File: src/rtl/core_pkg.sv
// core_pkg: shared core datapath types.
//   word_t / reg_idx_t      : datapath word and register index
//   alu_op_t                : ALU opcode, shared with core_alu
//   op1_sel_t / op2_sel_t   : ALU operand source selects
//   d2e_state_t             : decode-to-execute buffer occupancy
//   d2e_entry_t             : one buffered decoded instruction
package core_pkg;

    localparam int CORE_XLEN      = 32;
    localparam int CORE_REG_IDX_W = 5;

    typedef logic [CORE_XLEN-1:0]      word_t;
    typedef logic [CORE_REG_IDX_W-1:0] reg_idx_t;

    typedef enum logic [3:0] {
        ALU_ADD  = 4'h0,
        ALU_SUB  = 4'h1,
        ALU_SLL  = 4'h2,
        ALU_SLT  = 4'h3,
        ALU_SLTU = 4'h4,
        ALU_XOR  = 4'h5,
        ALU_SRL  = 4'h6,
        ALU_SRA  = 4'h7,
        ALU_OR   = 4'h8,
        ALU_AND  = 4'h9
    } alu_op_t;

    typedef enum logic {
        OP1_RS1 = 1'b0,
        OP1_PC  = 1'b1
    } op1_sel_t;

    typedef enum logic {
        OP2_RS2 = 1'b0,
        OP2_IMM = 1'b1
    } op2_sel_t;

    typedef enum logic [1:0] {
        ST_EMPTY = 2'd0,
        ST_ONE   = 2'd1,
        ST_TWO   = 2'd2
    } d2e_state_t;

    typedef struct packed {
        reg_idx_t rs1_idx;
        reg_idx_t rs2_idx;
        word_t    rs1_val;
        word_t    rs2_val;
        word_t    pc;
        word_t    imm;
        op1_sel_t op1_sel;
        op2_sel_t op2_sel;
        alu_op_t  alu_op;
        reg_idx_t rd_idx;
        logic     rd_we;
    } d2e_entry_t;

endpackage

File: src/rtl/core_operand_snoop.sv
// core_operand_snoop: refreshes one register operand from the result buses.
//   idx      : architectural source register of the operand
//   cur_val  : value currently held for that operand
//   fwd_e_*  : result leaving execute (youngest, wins on a double match)
//   fwd_w_*  : writeback result
//   next_val : cur_val, or the matching forwarded result
// x0 is never replaced, so a write to x0 on either bus cannot leak in.
module core_operand_snoop
    import core_pkg::*;
(
    input  reg_idx_t idx,
    input  word_t    cur_val,
    input  logic     fwd_e_valid,
    input  reg_idx_t fwd_e_rd_idx,
    input  word_t    fwd_e_value,
    input  logic     fwd_w_valid,
    input  reg_idx_t fwd_w_rd_idx,
    input  word_t    fwd_w_value,
    output word_t    next_val
);

    always_comb begin
        next_val = cur_val;
        if (idx != '0) begin
            if (fwd_e_valid && (fwd_e_rd_idx == idx))
                next_val = fwd_e_value;
            else if (fwd_w_valid && (fwd_w_rd_idx == idx))
                next_val = fwd_w_value;
        end
    end

endmodule

File: src/rtl/core_d2e_operand_stage.sv
// core_d2e_operand_stage: decode-to-execute boundary in front of core_alu.
//   d_*       : decoded instruction in, valid/ready (d_ready registered)
//   fwd_e_*   : execute result bus, snooped into held operands
//   fwd_w_*   : writeback result bus, snooped into held operands
//   e_*       : head instruction out, valid/ready, ALU operands and opcode
//   flush     : drop every buffered entry (redirect)
// Two entries (main + skid) let d_ready be a flop while still sustaining
// one instruction per cycle. Every held rs value is refreshed each cycle
// so an instruction stalled here never executes with a stale operand.
module core_d2e_operand_stage
    import core_pkg::*;
#(
    parameter int XLEN      = CORE_XLEN,
    parameter int REG_IDX_W = CORE_REG_IDX_W
) (
    input  logic                 clk,
    input  logic                 rst,
    input  logic                 flush,
    input  logic                 d_valid,
    output logic                 d_ready,
    input  logic [REG_IDX_W-1:0] d_rs1_idx,
    input  logic [REG_IDX_W-1:0] d_rs2_idx,
    input  logic [XLEN-1:0]      d_rs1_val,
    input  logic [XLEN-1:0]      d_rs2_val,
    input  logic [XLEN-1:0]      d_pc,
    input  logic [XLEN-1:0]      d_imm,
    input  logic                 d_op1_sel,
    input  logic                 d_op2_sel,
    input  logic [3:0]           d_alu_op,
    input  logic [REG_IDX_W-1:0] d_rd_idx,
    input  logic                 d_rd_we,
    input  logic                 fwd_e_valid,
    input  logic [REG_IDX_W-1:0] fwd_e_rd_idx,
    input  logic [XLEN-1:0]      fwd_e_value,
    input  logic                 fwd_w_valid,
    input  logic [REG_IDX_W-1:0] fwd_w_rd_idx,
    input  logic [XLEN-1:0]      fwd_w_value,
    output logic                 e_valid,
    input  logic                 e_ready,
    output logic [XLEN-1:0]      e_op1,
    output logic [XLEN-1:0]      e_op2,
    output logic [3:0]           e_alu_op,
    output logic [REG_IDX_W-1:0] e_rd_idx,
    output logic                 e_rd_we
);

    localparam int NUM_SRC  = 3;
    localparam int SRC_MAIN = 0;
    localparam int SRC_SKID = 1;
    localparam int SRC_IN   = 2;

    d2e_state_t state;
    d2e_entry_t main_q;
    d2e_entry_t skid_q;

    d2e_entry_t [NUM_SRC-1:0] src;
    d2e_entry_t [NUM_SRC-1:0] fresh;
    word_t      [NUM_SRC-1:0] rs1_nx;
    word_t      [NUM_SRC-1:0] rs2_nx;

    logic fire_in;
    logic fire_out;

    assign fire_in  = d_valid & d_ready;
    assign fire_out = e_valid & e_ready;

    // Snoop sources: both held entries plus the instruction being offered.
    always_comb begin
        src[SRC_MAIN]         = main_q;
        src[SRC_SKID]         = skid_q;
        src[SRC_IN].rs1_idx   = d_rs1_idx;
        src[SRC_IN].rs2_idx   = d_rs2_idx;
        src[SRC_IN].rs1_val   = d_rs1_val;
        src[SRC_IN].rs2_val   = d_rs2_val;
        src[SRC_IN].pc        = d_pc;
        src[SRC_IN].imm       = d_imm;
        src[SRC_IN].op1_sel   = op1_sel_t'(d_op1_sel);
        src[SRC_IN].op2_sel   = op2_sel_t'(d_op2_sel);
        src[SRC_IN].alu_op    = alu_op_t'(d_alu_op);
        src[SRC_IN].rd_idx    = d_rd_idx;
        src[SRC_IN].rd_we     = d_rd_we;
    end

    for (genvar g = 0; g < NUM_SRC; g++) begin : g_snoop
        core_operand_snoop u_rs1 (
            .idx          (src[g].rs1_idx),
            .cur_val      (src[g].rs1_val),
            .fwd_e_valid  (fwd_e_valid),
            .fwd_e_rd_idx (fwd_e_rd_idx),
            .fwd_e_value  (fwd_e_value),
            .fwd_w_valid  (fwd_w_valid),
            .fwd_w_rd_idx (fwd_w_rd_idx),
            .fwd_w_value  (fwd_w_value),
            .next_val     (rs1_nx[g])
        );
        core_operand_snoop u_rs2 (
            .idx          (src[g].rs2_idx),
            .cur_val      (src[g].rs2_val),
            .fwd_e_valid  (fwd_e_valid),
            .fwd_e_rd_idx (fwd_e_rd_idx),
            .fwd_e_value  (fwd_e_value),
            .fwd_w_valid  (fwd_w_valid),
            .fwd_w_rd_idx (fwd_w_rd_idx),
            .fwd_w_value  (fwd_w_value),
            .next_val     (rs2_nx[g])
        );

        always_comb begin
            fresh[g]         = src[g];
            fresh[g].rs1_val = rs1_nx[g];
            fresh[g].rs2_val = rs2_nx[g];
        end
    end

    // Occupancy FSM. Held entries take their snooped values every cycle;
    // the case arms below override main/skid where an entry moves.
    always_ff @(posedge clk) begin
        if (rst) begin
            state   <= ST_EMPTY;
            d_ready <= 1'b1;
            main_q  <= '0;
            skid_q  <= '0;
        end else begin
            main_q <= fresh[SRC_MAIN];
            skid_q <= fresh[SRC_SKID];
            if (flush) begin
                // A handoff in this cycle already happened; execute squashes it.
                state   <= ST_EMPTY;
                d_ready <= 1'b1;
            end else begin
                case (state)
                    ST_EMPTY: begin
                        if (fire_in) begin
                            main_q <= fresh[SRC_IN];
                            state  <= ST_ONE;
                        end
                    end
                    ST_ONE: begin
                        if (fire_in && !fire_out) begin
                            skid_q  <= fresh[SRC_IN];
                            state   <= ST_TWO;
                            d_ready <= 1'b0;
                        end else if (fire_in && fire_out) begin
                            main_q <= fresh[SRC_IN];
                        end else if (fire_out) begin
                            state <= ST_EMPTY;
                        end
                    end
                    ST_TWO: begin
                        if (fire_out) begin
                            main_q  <= fresh[SRC_SKID];
                            state   <= ST_ONE;
                            d_ready <= 1'b1;
                        end
                    end
                    default: begin
                        state   <= ST_EMPTY;
                        d_ready <= 1'b1;
                    end
                endcase
            end
        end
    end

    assign e_valid  = (state != ST_EMPTY);
    assign e_op1    = (main_q.op1_sel == OP1_PC)  ? main_q.pc  : main_q.rs1_val;
    assign e_op2    = (main_q.op2_sel == OP2_IMM) ? main_q.imm : main_q.rs2_val;
    assign e_alu_op = main_q.alu_op;
    assign e_rd_idx = main_q.rd_idx;
    assign e_rd_we  = main_q.rd_we;

endmodule

File: config.mk
export PLATFORM = sky130hd
export DESIGN_NAME = core_d2e_operand_stage
export DESIGN_NICKNAME = d
export VERILOG_FILES = /design/src/rtl/core_pkg.sv /design/src/rtl/core_operand_snoop.sv /design/src/rtl/core_d2e_operand_stage.sv
export SDC_FILE = /design/constraint.sdc
export NUM_CORES = 1
export LEC_CHECK = 0
export CORE_MARGIN = 4
export CORE_UTILIZATION = 40
export CTS_CLUSTER_SIZE = 12
export DETAILED_ROUTE_END_ITERATION = 16
export SETUP_SLACK_MARGIN = 0.5
export SLEW_MARGIN = 20
export SYNTH_ARGS = -nofsm -noshare
export SYNTH_HDL_FRONTEND = slang
export SYNTH_HIERARCHICAL = 1
export SYNTH_SLANG_ARGS = --single-unit
File: constraint.sdc
create_clock -name clk -period 5.7 [get_ports clk]
set_input_delay 1.14 -clock clk [delete_from_list [all_inputs] [get_ports clk]]
set_output_delay 1.14 -clock clk [all_outputs]
set_load 0.1 [all_outputs]
==> metrics.yaml <==
logic_synthesis:
  netlist_area_um2: 17600
  synth_cell_types: 47
  synth.largest_area_cell: "dfxtp_1"
  netlist_instances: 2039
  ys_top_cells_by_area: "dfxtp_1 (34%), a2bb2oi_2 (15%), nand2_1 (9.8%)"
  synth_seq_cells: 303
  yosysWarnings: 6
  ys_seq_area_frac: 0.344
  synth_flop_cell: "dfxtp_1"
  avgSynthCellArea_um2: 8.65
  synthDominantCellAreaShare: 0.344
  synth-async-reset-ratio: 0
  syn-num-nets: 2270
  synth_edf_count: 0
timing:
  relSlewSlack: 0.189
  max_slew.worst_pin.slew_ps: 1210
  setup_tns_ps: 0
  rsz0062_at_grt: "no"
  finalHoldViolCount: 0
  setup_violations: 0
  max_freq_mhz: 235
  hold_slack_ps: 443
  min_period_ps: 4250
  fin_crit_sh: 0.746
  finClkSkew_ps: 18.0
  drv_slew: 0
pwr:
  vdd_ir_drop_max_mv: 0.169
  powerDensity_nw_per_um2: 276
  power_w: 0.00610
  leakage_nw: 7.37
global_route:
  grt_usage: 0.286
  grt_pass1_vias: 16674
  antenna_found_initial: 7
  grt-ovfl-total: 0
  grt_pass1_wl_mm: 107
  grt_start_max_net_pins: 108
worst_setup_path:
  worstSetupStartpointType: "flop"
  required_ps: 4560
  end_kind: "primary output"
  critPathLaunch: "fresh[10]"
  crit_slowest_cell: "clkdlybuf4s50_1"
  r2r_setup_slack_ps: 2330
  crit_end: "e_op2[11]"
  regToRegStartpoint: "fresh[291]"
  crit_family: "buffers and inverters"
  crit_fanout: 33
  worstPathCellList: "mux2_2, clkdlybuf4s50_1"
  critPathKind: "reg -> out"
  cpPeakStageDelay_ps: 1140
  cp.buffers_inverters: 1
  worst_ep_arrival_time_ps: 3110
  rr_endpoint: "main_q[107]"
  r2r_cells: 8
  crit_cells: 2
detailed_routing:
  drc: 0
  vias: 17196
  drt_pass1_iterations: 8
  routed_wl_mm: 71.4
  routedWlPerCell_um: 25.3
  viasPerCell: 6.09
  ant_nets: 0
  dr.first_iter.drc_count: 1754
job:
  maxCapViolCount: 0
clocking:
  cts_tree: "done"
  cts-resized-gates: 0
  numCtsBuffers: 38
  insertion_delay_ps: 560
  h-tree-depth: 2
  hold_buffers: 0
  cts_sinks: 303
  cts_root_buffer: "clkbuf_16"
  post_cts_buffers: 0
  clk_pin_slew_ps: 60
  cts_buffer_depth: 3
layout:
  drive_gt1_frac: 0.172
  stdcell_count: 2822
  syn_to_final_growth_pct: 25.4
  fin_util: 0.510
  nets: 2437
  nFillCells: 4064
  multiInputGateArea_um2: 10500
  regArea_um2: 6070
die:
  die_area_um2: 47500
  dieWidth_um: 218
  chipHeight_um: 218
  fp-row-count: 76
  ios: 307
  start_util: 0.407
  core_um2: 43400
status:
  status: "finished, final reports clean"
place:
  place_inst: 2751
  dpl.hpwl_mm: 45.7
  io_buffers: 306
  place.gp.congestion: 0.872
hold_path:
  min_from: "fresh[18]"
  min_path_type: "reg -> reg"
[cell families after synthesis]
kind of cell | after synthesis | synth area share
xor gates and xnor gates | 60 | 0.0298
muxes | 73 | 0.0460
and+or+nand+nor | 517 | 0.119
DFF | 303 | 0.344
buffers and inverters | 226 | 0.0658
AOI/OAI and AO/OA | 860 | 0.395
[routing by layer]
layer / vias up / part of all wire / GRT usage / wire length (um)
li1: 7861 / - / - / -
met1: 8304 / 0.42 / 0.392 / 30300
met2: 866 / 0.45 / 0.444 / 32000
met3: 157 / 0.089 / 0.0688 / 6380
met4: 8 / 0.037 / 0.0946 / 2650
met5: - / 0.00077 / 0 / 55
[synthesized netlist by cell type (2+ instances only)]
cell / number
nor3_1: 7
xor2_1: 30
and3_1: 2
inv_1: 12
and2_0: 6
a2bb2oi_2: 180
o311ai_2: 6
a21oi_1: 154
a22oi_1: 141
xnor2_1: 30
a221oi_1: 4
mux2i_1: 9
buf_4: 20
mux2_2: 64
and3b_1: 2
nor2_1: 9
dfxtp_1: 303
nand2_1: 462
buf_2: 45
clkbuf_1: 123
a21o_1: 2
o22ai_1: 200
buf_6: 24
o21ai_1: 91
a22o_1: 4
buf_1: 2
a21boi_4: 6
o21ai_0: 55
nand4_1: 7
nor4_2: 6
or3_1: 6
a2bb2oi_1: 6
o2bb2a_1: 6
nand3_1: 2
[power breakdown]
group / internal [W] / leakage [nW] / switching, W
registers: 0.00219 / 2.46 / 0.0000823
clock network: 0.00161 / 0.659 / 0.000991
logic: 0.000458 / 4.25 / 0.000774
total: 0.00426 / 7.37 / 0.00185
[cell type report]
type                            instances  share of cell area
Antenna cell                            2            0.000226
Clock buffer                           50              0.0487
Clock inverter                         19              0.0117
Inverter                               12             0.00204
Multi-Input combinational cell       1510               0.476
Sequential cell                       303               0.274
Tap cell                              585              0.0331
Timing Repair Buffer                  341               0.154
[per-stage QoR]
step                      worst slack (ps)  area, um^2
after CTS                             1370       22100
after global placement                 998       20800
after detailed placement               920       20800
after floorplan                       2840       17600
final                                 1450       22100
after global routing                  1370       22100
[state kept, by name, summed over array words and instances (netlist names)]
register and cells:
e_alu_op 4, main_q 64, e_rd_idx 5, d_ready 1, state 2, fresh 162, skid_q 64, e_rd_we 1
[worst register-to-register path, cell delays in order (launching register included)]
cell,delay [ps]
dfxtp_1,490
xnor2_1,160
nand4_1,220
or3_2,880
a21boi_4,750
buf_12,310
a2bb2oi_1,240
a22oi_1,90
o21ai_0,160
[worst min-delay path by stage]
stage                     cells after the start        end
after global placement                        2  fresh[51]
after global routing                          2  fresh[15]
after detailed placement                      2  fresh[18]
after CTS                                     2  fresh[18]
final                                         2  fresh[18]
after floorplan                               2  fresh[43]
[cells in the final DEF, fill, tap and decap left out, drive strengths merged, types with 8 or more instances in the layout]
cell	instances
a2bb2oi	186
buf	36
xor2	30
a22oi	141
o22ai	200
clkbuf	50
nand2	462
nor3	8
dfxtp	303
xnor2	30
a21oi	154
mux2	64
inv	13
nor2	9
mux2i	9
clkinv	10
o21ai	146
clkdlybuf4s50	305
Note: power is estimated with default switching activity, not from simulation.
